==> config.mk <==
export PLATFORM = sky130hd
export DESIGN_NAME = snake_pixel_renderer
export DESIGN_NICKNAME = d
export VERILOG_FILES = /design/src/rtl/snake_pixel_renderer.sv
export SDC_FILE = /design/constraint.sdc
export NUM_CORES = 1
export LEC_CHECK = 0
export ABC_CLOCK_PERIOD_IN_PS = 5200
export BUFFER_PORTS_ARGS = -buffer_cell sky130_fd_sc_hd__buf_2
export CORE_MARGIN = 10
export CORE_UTILIZATION = 57
export DETAILED_ROUTE_END_ITERATION = 12
export PLACE_DENSITY = 0.87
export SLEW_MARGIN = 20
export SYNTH_ARGS = -nofsm -noshare
export SYNTH_HDL_FRONTEND = slang
export SYNTH_SLANG_ARGS = --single-unit
==> constraint.sdc <==
create_clock -name vga_clk -period 5.2 [get_ports vga_clk]
set_input_delay 1.04 -clock vga_clk [delete_from_list [all_inputs] [get_ports vga_clk]]
set_output_delay 1.04 -clock vga_clk [all_outputs]
set_load 0.05 [all_outputs]
==> src/rtl/snake_pixel_renderer.sv <==
// Pixel pipeline between the VGA sync generator and the DAC: tracks x/y, reads the
// snake board RAM for the current cell and paints walls, gridlines and cell contents.
module snake_pixel_renderer #(
    parameter int H_ACTIVE   = 640,
    parameter int V_ACTIVE   = 480,
    parameter int CELL_SHIFT = 4,
    parameter int GRID_W     = 40,
    parameter int GRID_H     = 30,
    parameter int ADDR_W     = 11
) (
    input  logic              vga_clk,
    input  logic              reset_n,
    input  logic              hs_in,
    input  logic              vs_in,
    input  logic              blank_n_in,
    input  logic              vblank_n_in,
    output logic [ADDR_W-1:0] cell_addr,
    input  logic [1:0]        cell_data,
    output logic [7:0]        r,
    output logic [7:0]        g,
    output logic [7:0]        b,
    output logic              blank_n_out,
    output logic              hs_out,
    output logic              vs_out,
    output logic              frame_tick
);

    localparam int XW = $clog2(H_ACTIVE);
    localparam int YW = $clog2(V_ACTIVE);
    localparam int CW = XW - CELL_SHIFT;
    localparam int RW = YW - CELL_SHIFT;

    localparam logic [XW-1:0] X_MAX   = XW'(H_ACTIVE - 1);
    localparam logic [YW-1:0] Y_MAX   = YW'(V_ACTIVE - 1);
    localparam logic [CW-1:0] COL_MAX = CW'(GRID_W - 1);
    localparam logic [RW-1:0] ROW_MAX = RW'(GRID_H - 1);

    logic [XW-1:0] x_cnt;
    logic [YW-1:0] y_cnt;
    logic          blank_q;
    logic          vblank_q;

    logic [CW-1:0]     col_raw;
    logic [CW-1:0]     col;
    logic [RW-1:0]     row_raw;
    logic [RW-1:0]     row;
    logic [ADDR_W-1:0] addr_next;
    logic              wall_next;
    logic              grid_next;

    logic wall1, grid1, blank1, hs1, vs1;
    logic wall2, grid2, blank2, hs2, vs2;
    logic [23:0] rgb_next;

    always_ff @(posedge vga_clk or negedge reset_n) begin
        if (!reset_n) begin
            x_cnt <= '0;
        end else if (!blank_n_in) begin
            x_cnt <= '0;
        end else if (x_cnt != X_MAX) begin
            x_cnt <= x_cnt + 1'b1;
        end
    end

    // A line ends on the first blank cycle after active pixels; vblank clears take priority.
    always_ff @(posedge vga_clk or negedge reset_n) begin
        if (!reset_n) begin
            y_cnt <= '0;
        end else if (!vblank_n_in) begin
            y_cnt <= '0;
        end else if (blank_q && !blank_n_in && (y_cnt != Y_MAX)) begin
            y_cnt <= y_cnt + 1'b1;
        end
    end

    always_ff @(posedge vga_clk or negedge reset_n) begin
        if (!reset_n) begin
            blank_q    <= 1'b0;
            vblank_q   <= 1'b0;
            frame_tick <= 1'b0;
        end else begin
            blank_q    <= blank_n_in;
            vblank_q   <= vblank_n_in;
            frame_tick <= vblank_q & ~vblank_n_in;
        end
    end

    always_comb begin
        col_raw   = x_cnt[XW-1:CELL_SHIFT];
        row_raw   = y_cnt[YW-1:CELL_SHIFT];
        col       = (col_raw > COL_MAX) ? COL_MAX : col_raw;
        row       = (row_raw > ROW_MAX) ? ROW_MAX : row_raw;
        addr_next = ADDR_W'(row) * ADDR_W'(GRID_W) + ADDR_W'(col);
        wall_next = (col == '0) || (col == COL_MAX) || (row == '0) || (row == ROW_MAX);
        grid_next = (x_cnt[CELL_SHIFT-1:0] == '0) || (y_cnt[CELL_SHIFT-1:0] == '0);
    end

    // Stage 1 launches the RAM read; stage 2 waits out its one-cycle latency.
    always_ff @(posedge vga_clk or negedge reset_n) begin
        if (!reset_n) begin
            cell_addr <= '0;
            wall1     <= 1'b0;
            grid1     <= 1'b0;
            blank1    <= 1'b0;
            hs1       <= 1'b1;
            vs1       <= 1'b1;
            wall2     <= 1'b0;
            grid2     <= 1'b0;
            blank2    <= 1'b0;
            hs2       <= 1'b1;
            vs2       <= 1'b1;
        end else begin
            cell_addr <= addr_next;
            wall1     <= wall_next;
            grid1     <= grid_next;
            blank1    <= blank_n_in;
            hs1       <= hs_in;
            vs1       <= vs_in;
            wall2     <= wall1;
            grid2     <= grid1;
            blank2    <= blank1;
            hs2       <= hs1;
            vs2       <= vs1;
        end
    end

    always_comb begin
        rgb_next = 24'h000000;
        if (!blank2) begin
            rgb_next = 24'h000000;
        end else if (wall2) begin
            rgb_next = 24'hFFFFFF;
        end else if (cell_data == 2'd3) begin
            rgb_next = 24'hFF0000;
        end else if (cell_data == 2'd2) begin
            rgb_next = 24'hFFFF00;
        end else if (cell_data == 2'd1) begin
            rgb_next = 24'h00C000;
        end else if (grid2) begin
            rgb_next = 24'h202020;
        end
    end

    always_ff @(posedge vga_clk or negedge reset_n) begin
        if (!reset_n) begin
            r           <= 8'h00;
            g           <= 8'h00;
            b           <= 8'h00;
            blank_n_out <= 1'b0;
            hs_out      <= 1'b1;
            vs_out      <= 1'b1;
        end else begin
            r           <= rgb_next[23:16];
            g           <= rgb_next[15:8];
            b           <= rgb_next[7:0];
            blank_n_out <= blank2;
            hs_out      <= hs2;
            vs_out      <= vs2;
        end
    end

endmodule

### After elaboration in Yosys (flattened, before gate mapping)

Index checks and enable logic that the tools add are counted.

* shift operators: 0
* multiplexer cells: 12
* reduce and logical (&&, ||, !) cells: 11
* equality and inequality tests: 9
* multipliers: 1
* $add $sub $neg: 3
* order comparisons: 2
* bitwise operators: 2
* divide/modulo/power cells: 0

Operator list (count)
* 2-to-1 mux 24 bit: 4
* 2-to-1 mux 22 bit: 2
* 2-to-1 mux 10 bit: 2
* 2-to-1 mux 9 bit: 2
* adder 11 x 6 -> 11 bit: 1
* adder 10 x 1 -> 10 bit, second input constant: 1
* inequality test 10 bit, second input constant: 1
* adder 9 x 1 -> 9 bit, second input constant: 1
* inequality test 9 bit, second input constant: 1
* logical NOT 4 bit: 2
* multiplier 5 x 3 -> 8 bit, second input constant: 1
* equality test 6 bit, second input constant: 1
* greater-than comparator 6 bit, second input constant: 1
* logical NOT 6 bit: 1
* 2-to-1 mux 6 bit: 1
* equality test 5 bit, second input constant: 1
* greater-than comparator 5 bit, second input constant: 1
* logical NOT 5 bit: 1
* 2-to-1 mux 5 bit: 1
* equality test 2 bit, second input constant: 2
* logical OR 1 bit: 4
* inequality test 2 x 1 -> 1 bit, second input constant: 2
* equality test 2 x 1 -> 1 bit, second input constant: 1
* logical AND 1 bit: 2
* 3 further kinds: 3

* output and inout bits: 39
* bits of input ports: 8
* flip-flop bits (word level): 69
* bits in latches: 0
* word-level logic and storage cells: 61
* memories kept: 0
* ROM bits: 0
* bits in writable memories: 0

### Longest topological paths before layout

Gate-level depths: netlist (run 1).

* depth in word-level cells: 6
* mapped depth: 11
* depth with buffers taken out: 10

### Worst setup path after synthesis (run 1)

OpenSTA, ideal clock, no wires.

* path type: reg2reg
* start: reg y_cnt[8]
* end: reg cell_addr[10]
* setup slack: 2.963 ns
* cell stages (with the launch flop): 10
* arrival: 2.127 ns
* library setup time: 0.110 ns
* buffers on the path: 1
* period minus slack after synthesis: 2.237 ns
* path through: dfrtp_1 > buf_2 > and3_2 > a21o_1 > ha_1 > ha_1 > inv_1 > fa_1 > nand2b_1 > o41ai_1

* longest elaborated chain between the ends: 4

RTL lines
* start: declaration: RTL line 39 `logic [YW-1:0] y_cnt;`
* start signal: assignment: RTL line 72 `y_cnt <= y_cnt + 1'b1;`
* greater-than comparator 5 bit: RTL line 92 `row = (row_raw > ROW_MAX) ? ROW_MAX : row_raw;`
* 2-to-1 mux 5 bit (*): RTL line 92
* multiplier 5 x 3 -> 8 bit (*): RTL line 93 `addr_next = ADDR_W'(row) * ADDR_W'(GRID_W) + ADDR_W'(col);`
* adder 11 x 6 -> 11 bit (*): RTL line 93
* net addr_next[10]: RTL line 47 `logic [ADDR_W-1:0] addr_next;`
* end signal: assignment: RTL line 113 `cell_addr <= addr_next;`
* end: declaration: RTL line 17 `output logic [ADDR_W-1:0] cell_addr,`

The timed path passes the listed nets; every way through them passes the cells marked *.
A chain may end at the register's enable or synchronous reset.

### Worst setup path in the final report (run 1)

* start: reg y_cnt[7]
* end: reg cell_addr[9]

The elaborated chain is that of the path after synthesis.

==> results of run 1 <==
## layer usage
layer	wire [microns]	share of wire	global-route usage	vias to the layer above
met4	40	0.0087	0.0348	0
met1	1850	0.40	0.132	846
met5	0	0	0	-
met2	2220	0.48	0.216	56
met3	503	0.11	0.0492	5
li1	-	-	-	839
## registers in the layout, indices dropped and copies added, names as in the netlist, 2 cells and up
name	flops
r	2
y_cnt	9
x_cnt	10
cell_addr	11
g	3
b	2
## worst reg2reg max path, delay by kind of cell, from the launching register on
family,cells,cell delay [ps]
fa+ha+maj,3,830
buf+inv,2,120
flops,1,490
xor+xnor,2,360
simple gates,3,580
## cell usage after synthesis (2+ instances only)
cell type / n / area [sq um]
dfrtp_1: 46 / 1150
buf_4: 17 / 128
ha_1: 16 / 200
inv_1: 14 / 52.6
and2_1: 11 / 68.8
o21ai_0: 10 / 50.1
nand2_1: 9 / 33.8
xnor2_1: 9 / 78.8
a21oi_1: 8 / 40.0
dfstp_2: 6 / 158
nand2b_1: 6 / 37.5
nor2_1: 6 / 22.5
nor2b_1: 6 / 37.5
xor2_1: 6 / 52.6
a21o_1: 5 / 37.5
and3_1: 5 / 31.3
buf_2: 4 / 20.0
clkbuf_1: 4 / 15.0
nand4_1: 4 / 25.0
nor3_1: 4 / 20.0
o21a_1: 4 / 30.0
a21boi_0: 3 / 22.5
a31oi_1: 3 / 18.8
mux2i_1: 3 / 30.0
nand3_1: 3 / 15.0
nor3b_1: 3 / 22.5
a311oi_1: 2 / 17.5
a41o_1: 2 / 20.0
fa_1: 2 / 40.0
## worst paths after layout
check                      startpoint      endpoint  slack (ps)  depth (start not counted)
max in group asynchronous     reset_n         wall2        3960                          2
min in group asynchronous     reset_n      vblank_q         830                          2
setup reg to reg             y_cnt[7]  cell_addr[9]        2740                         10
hold reg to reg                 grid1         grid2         350                          0
hold / removal                  grid1         grid2         350                          0
setup / recovery             y_cnt[7]  cell_addr[9]        2740                         10
## cells by family after synthesis
family	after synthesis	synth area share
DFF	52	0.500
xor gates and xnor gates	15	0.0502
and+or+nand+nor	64	0.141
adders and majority gates	18	0.0917
AOI/OAI and AO/OA	43	0.118
muxes	3	0.0115
buffers and inverters	41	0.0870
## final cells by class
cell class / count / area [sq um]
clock inverter: 3 / 42.5
sequential: 52 / 1310
multi-input combinational: 143 / 1080
clock buffer: 5 / 68.8
inverter: 14 / 52.6
timing repair buffer: 47 / 238
fill: 353 / 1560
tap: 52 / 65.1
## report_power, final
part	internal (W)	switching [W]
sequential	0.000417	0.00000721
clock	0.000142	0.000129
combinational	0.0000211	0.0000682
## through the flow
stage               utilization  cells  worst slack (ps)  hold slack (ps)  cell area [sq um]
finish                    0.647    316              2740              350               2860
global route              0.647    316              2550              364               2860
CTS                       0.647    316              2720              355               2860
detailed placement        0.622    308              2740              336               2750
global placement          0.622    308              2850              332               2750
floorplan                     -    236              2960              331               2620
==> results.toml, run 1 <==
[timing]
finalSetupTns_ps = 0
clock_skew_ps = 11.2
tightest_slew_ps = 614
finalHoldViolCount = 0
rsz0062_at_grt = "false"
setup_viol = 0
period_minus_slack_ps = 2460
relSlewSlack = 0.591
fin_crit_sh = 0.474
report.final.slew_viol_count = 0
fmax_ghz = 0.406

[detailed_routing]
ant_nets = 0
viasPerCell = 5.53
firstDrtPassIters = 4
drc_errors = 0
wire_per_inst_microns = 14.6
first_iter_violations = 53
vias = 1746
drt_wl_total_microns = 4610

[floorplan]
start_util = 0.593
num_io_pins = 47
placement_rows = 24
core_sq_um = 4410
die_w_microns = 87.8
dieHeight_microns = 87.8
die_area_sq_um = 7710

[flow_run]
drv_cap = 0

[yosys]
syn_inst = 236
synth.ff_latch_count = 52
ys_dominant_reg_cell = "dfrtp_1"
netlist_area_sq_um = 2620
synth_edf_count = 0
async_reset_ff_frac = 1.00
ys_types = 44
ys.warnings.count = 0
syn_avg_cell_area_sq_um = 11.1
synth_nets = 262
ys_seq_area_frac = 0.500

[power_and_ir_drop]
vdd_ir_drop_max_uv = 161
power_density_nw_per_um2 = 275
p_leak_nw = 1.46
total_power_w = 0.000785

[worst_setup_path]
timing.critical_path.to_type = "register"
cp.buffers_inverters = 2
cp.arrival_ps = 2690
required_ps = 5430
cp_max_fo = 7
start_kind = "register"
crit_family = "adder cells"
crit_chain = "nand3_2 -> nand2_1 -> inv_1 -> ha_1 -> ha_1 -> inv_1 -> fa_1 -> xor2_1 -> nor3_1 -> xnor2_1"
cp_slowest_cell = "dfrtp_1"
critical_path_class = "register to register"
max_stage_delay_ps = 490

[clocking]
post_cts_buffers = 0
cts-root-buf = "clkbuf_8"
cts_tree = "built"
numCtsBuffers = 5
clock_path_buffers = 2
worstSkewPairLatency_ps = 310
cts_sinks = 52
cts_hold_buf = 0
h-tree-depth = 2
post_cts_resized = 0
clk_pin_slew_worst_paths_ps = 90

[final_layout]
drive_gt1_frac = 0.246
syn_to_final_growth_pct = 9.13
diodes = 0
final_cell_mix = "dfrtp_1 (46), buf_2 (46), ha_1 (16)"
fin_nets = 289

[global_routing]
antenna_found_initial = 0
overflow = 0
first_global_vias = 1760
grt_first_pass_wirelength_microns = 7670
grt_max_degree = 53
grt_usage = 0.123

[placed_design]
numPortBuffers = 46
dp_hpwl_microns = 3430
place.gp.congestion = 0.801

[hold_path]
worstHoldPathType = "register to register"

[outcome]
outcome = "finished clean"
Power figures use the tool's default switching activity.
==> run 2, diff against run 1 <==
--- a/config.mk
+++ b/config.mk
@@ -5,12 +5,12 @@
 export SDC_FILE = /design/constraint.sdc
 export NUM_CORES = 1
 export LEC_CHECK = 0
-export ABC_CLOCK_PERIOD_IN_PS = 5200
+export ABC_CLOCK_PERIOD_IN_PS = 2600
 export BUFFER_PORTS_ARGS = -buffer_cell sky130_fd_sc_hd__buf_2
 export CORE_MARGIN = 10
-export CORE_UTILIZATION = 57
+export CORE_UTILIZATION = 55
 export DETAILED_ROUTE_END_ITERATION = 12
-export PLACE_DENSITY = 0.87
+export PLACE_DENSITY = 0.85
 export SLEW_MARGIN = 20
 export SYNTH_ARGS = -nofsm -noshare
 export SYNTH_HDL_FRONTEND = slang
==> constraint.sdc (replaced) <==
create_clock -name vga_clk -period 2.6 [get_ports vga_clk]
set_input_delay 0.52 -clock vga_clk [delete_from_list [all_inputs] [get_ports vga_clk]]
set_output_delay 0.52 -clock vga_clk [all_outputs]
set_load 0.05 [all_outputs]
==> run 2 against run 1 <==
Against the previous run:
- setup slack got worse by 2600 ps
- first-iteration DRC count increased by 38%
- maximum frequency increased by 0.83%
- sequential cell count unchanged
- clock skew decreased by 4.4 ps
- wire length increased by 3.1%
- power increased by 130%
- sequential power increased by 100%
- utilization decreased by 2.1 points
- critical endpoint unchanged
- largest cell class unchanged
==> results.toml, run 2 (same netlist as run 1, synthesis figures left out) <==
[final_layout]
fillers = 353
register_area_sq_um = 1310
reg_top3 = "cell_addr x11, x_cnt x10, y_cnt x9"
final_common_cell = "buf_2"
fin_nets = 289
drive_gt1_frac = 0.261
finalNonFillerCells = 318
diodes = 0
largest-register = "cell_addr"
fin_area_sq_um = 2920
syn_to_final_growth_pct = 11.5
multi_input_area_sq_um = 1090
largest_reg_flops = 11
final_cell_mix = "buf_2 (46), dfrtp_1 (43), ha_1 (16)"

[floorplan]
placement_rows = 25
core_sq_um = 4660
die_w_microns = 89
die_area_sq_um = 7920
num_io_pins = 47
start_util = 0.562
dieHeight_microns = 89

[clocking]
clock_path_buffers = 2
cts_hold_buf = 0
h-tree-depth = 2
worstSkewPairLatency_ps = 310
cts_sinks = 52
cts_tree = "built"
numCtsBuffers = 5
clk_pin_slew_worst_paths_ps = 90
cts-root-buf = "clkbuf_8"

[timing]
finalHoldViolCount = 0
tightest_slew_ps = 944
fmax_ghz = 0.409
setup_viol = 0
fin_crit_sh = 0.940
finalSetupTns_ps = 0
rsz0062_at_grt = "false"
clock_skew_ps = 6.86
period_minus_slack_ps = 2440
report.final.slew_viol_count = 0
relSlewSlack = 0.371
setup_slack_ps = 157

[hold_path]
worstHoldPathType = "input port to register"

[worst_setup_path]
timing.critical_path.to_type = "register"
cp_max_fo = 7
start_kind = "register"
required_ps = 2780
cp.arrival_ps = 2630
critical_path_class = "register to register"

[global_routing]
antenna_found_initial = 0
first_global_vias = 1754
grt_usage = 0.127
grt_max_degree = 46
grt_first_pass_wirelength_microns = 8050
overflow = 0

[placed_design]
numPortBuffers = 46
dp_hpwl_microns = 3440
dp_slack_ps = 1.45
placed_cells = 310
place.gp.congestion = 0.824
place_area_sq_um = 2750

[detailed_routing]
first_iter_violations = 73
wire_per_inst_microns = 14.9
firstDrtPassIters = 4
ant_nets = 0
drt_wl_total_microns = 4750
viasPerCell = 5.52
vias = 1756
drc_errors = 0

[power_and_ir_drop]
vdd_ir_drop_max_uv = 237
power_density_nw_per_um2 = 609
p_leak_nw = 1.49

[outcome]
outcome = "finished clean"

[flow_run]
drv_cap = 0
==> run 2: changes by cell type in the layout (fill, tap and decap cells not counted) <==
cell,change
clkinv_2,-1
clkinvlp_4,-1
dfrtp_1,-3
o41ai_2,+1
dfrtp_2,+3
bufinv_16,+2
o41ai_1,-1
==> run 2: layout make-up <==
type,instances,area share
multi-input cells,143,0.373
clock buffers,5,0.0236
repair buffers,47,0.0814
flip-flops and latches,52,0.450
inverters,14,0.0180
well taps,54,0.0231
clock inverters,3,0.0309
==> run 2: what timing repair did <==
item                                    in CTS  in global routing
resized for setup                            2                  2
hold endpoints to repair                     0                  0
endpoints found under the setup margin       1                  2
buffers inserted                             0                  0
==> run 2: critical path, stage by stage (launching register included) <==
cell     delay (ps)
dfrtp_2         450
nand3_2         150
nand2_1         140
inv_1            70
ha_1            290
ha_1            160
inv_1            50
fa_1            390
xor2_1          340
nor3_1          120
xnor2_1         140
==> run 2: power by group <==
| group | leakage [nW] | total (W) | internal [W] | switching [W] |
|---|---|---|---|---|
| clock | 0.0784 | 0.000748 | 0.000481 | 0.000267 |
| sequential | 0.651 | 0.000849 | 0.000834 | 0.0000146 |
| combinational | 0.760 | 0.000181 | 0.0000428 | 0.000139 |
==> run 2: per-stage QoR <==
stage	util	hold slack [ps]	power, W
finish	0.626	300	0.00178
global route	0.626	298	0.00183
CTS	0.624	297	0.00179
detailed placement	0.590	347	0.00105
global placement	0.590	332	0.00104
floorplan	-	224	0.00101
==> run 2: path summary, 6_finish.rpt <==
path	startpoint	to	slack, ps	cells after the start
max	y_cnt[7]	cell_addr[9]	160	10
min	hs_in	hs1	300	1
max reg2reg	y_cnt[7]	cell_addr[9]	160	10
min reg2reg	vs2	vs_out	360	0
max in group asynchronous	reset_n	cell_addr[3]	1580	2
min in group asynchronous	reset_n	vblank_q	350	1
==> run 2: per-layer routing <==
| metal | routed length [microns] | up-vias | track usage |
|---|---|---|---|
| met5 | 0 | - | 0 |
| met4 | 93 | 0 | 0.0520 |
| met3 | 469 | 10 | 0.0438 |
| met2 | 2220 | 65 | 0.211 |
| met1 | 1970 | 845 | 0.147 |
| li1 | - | 836 | - |
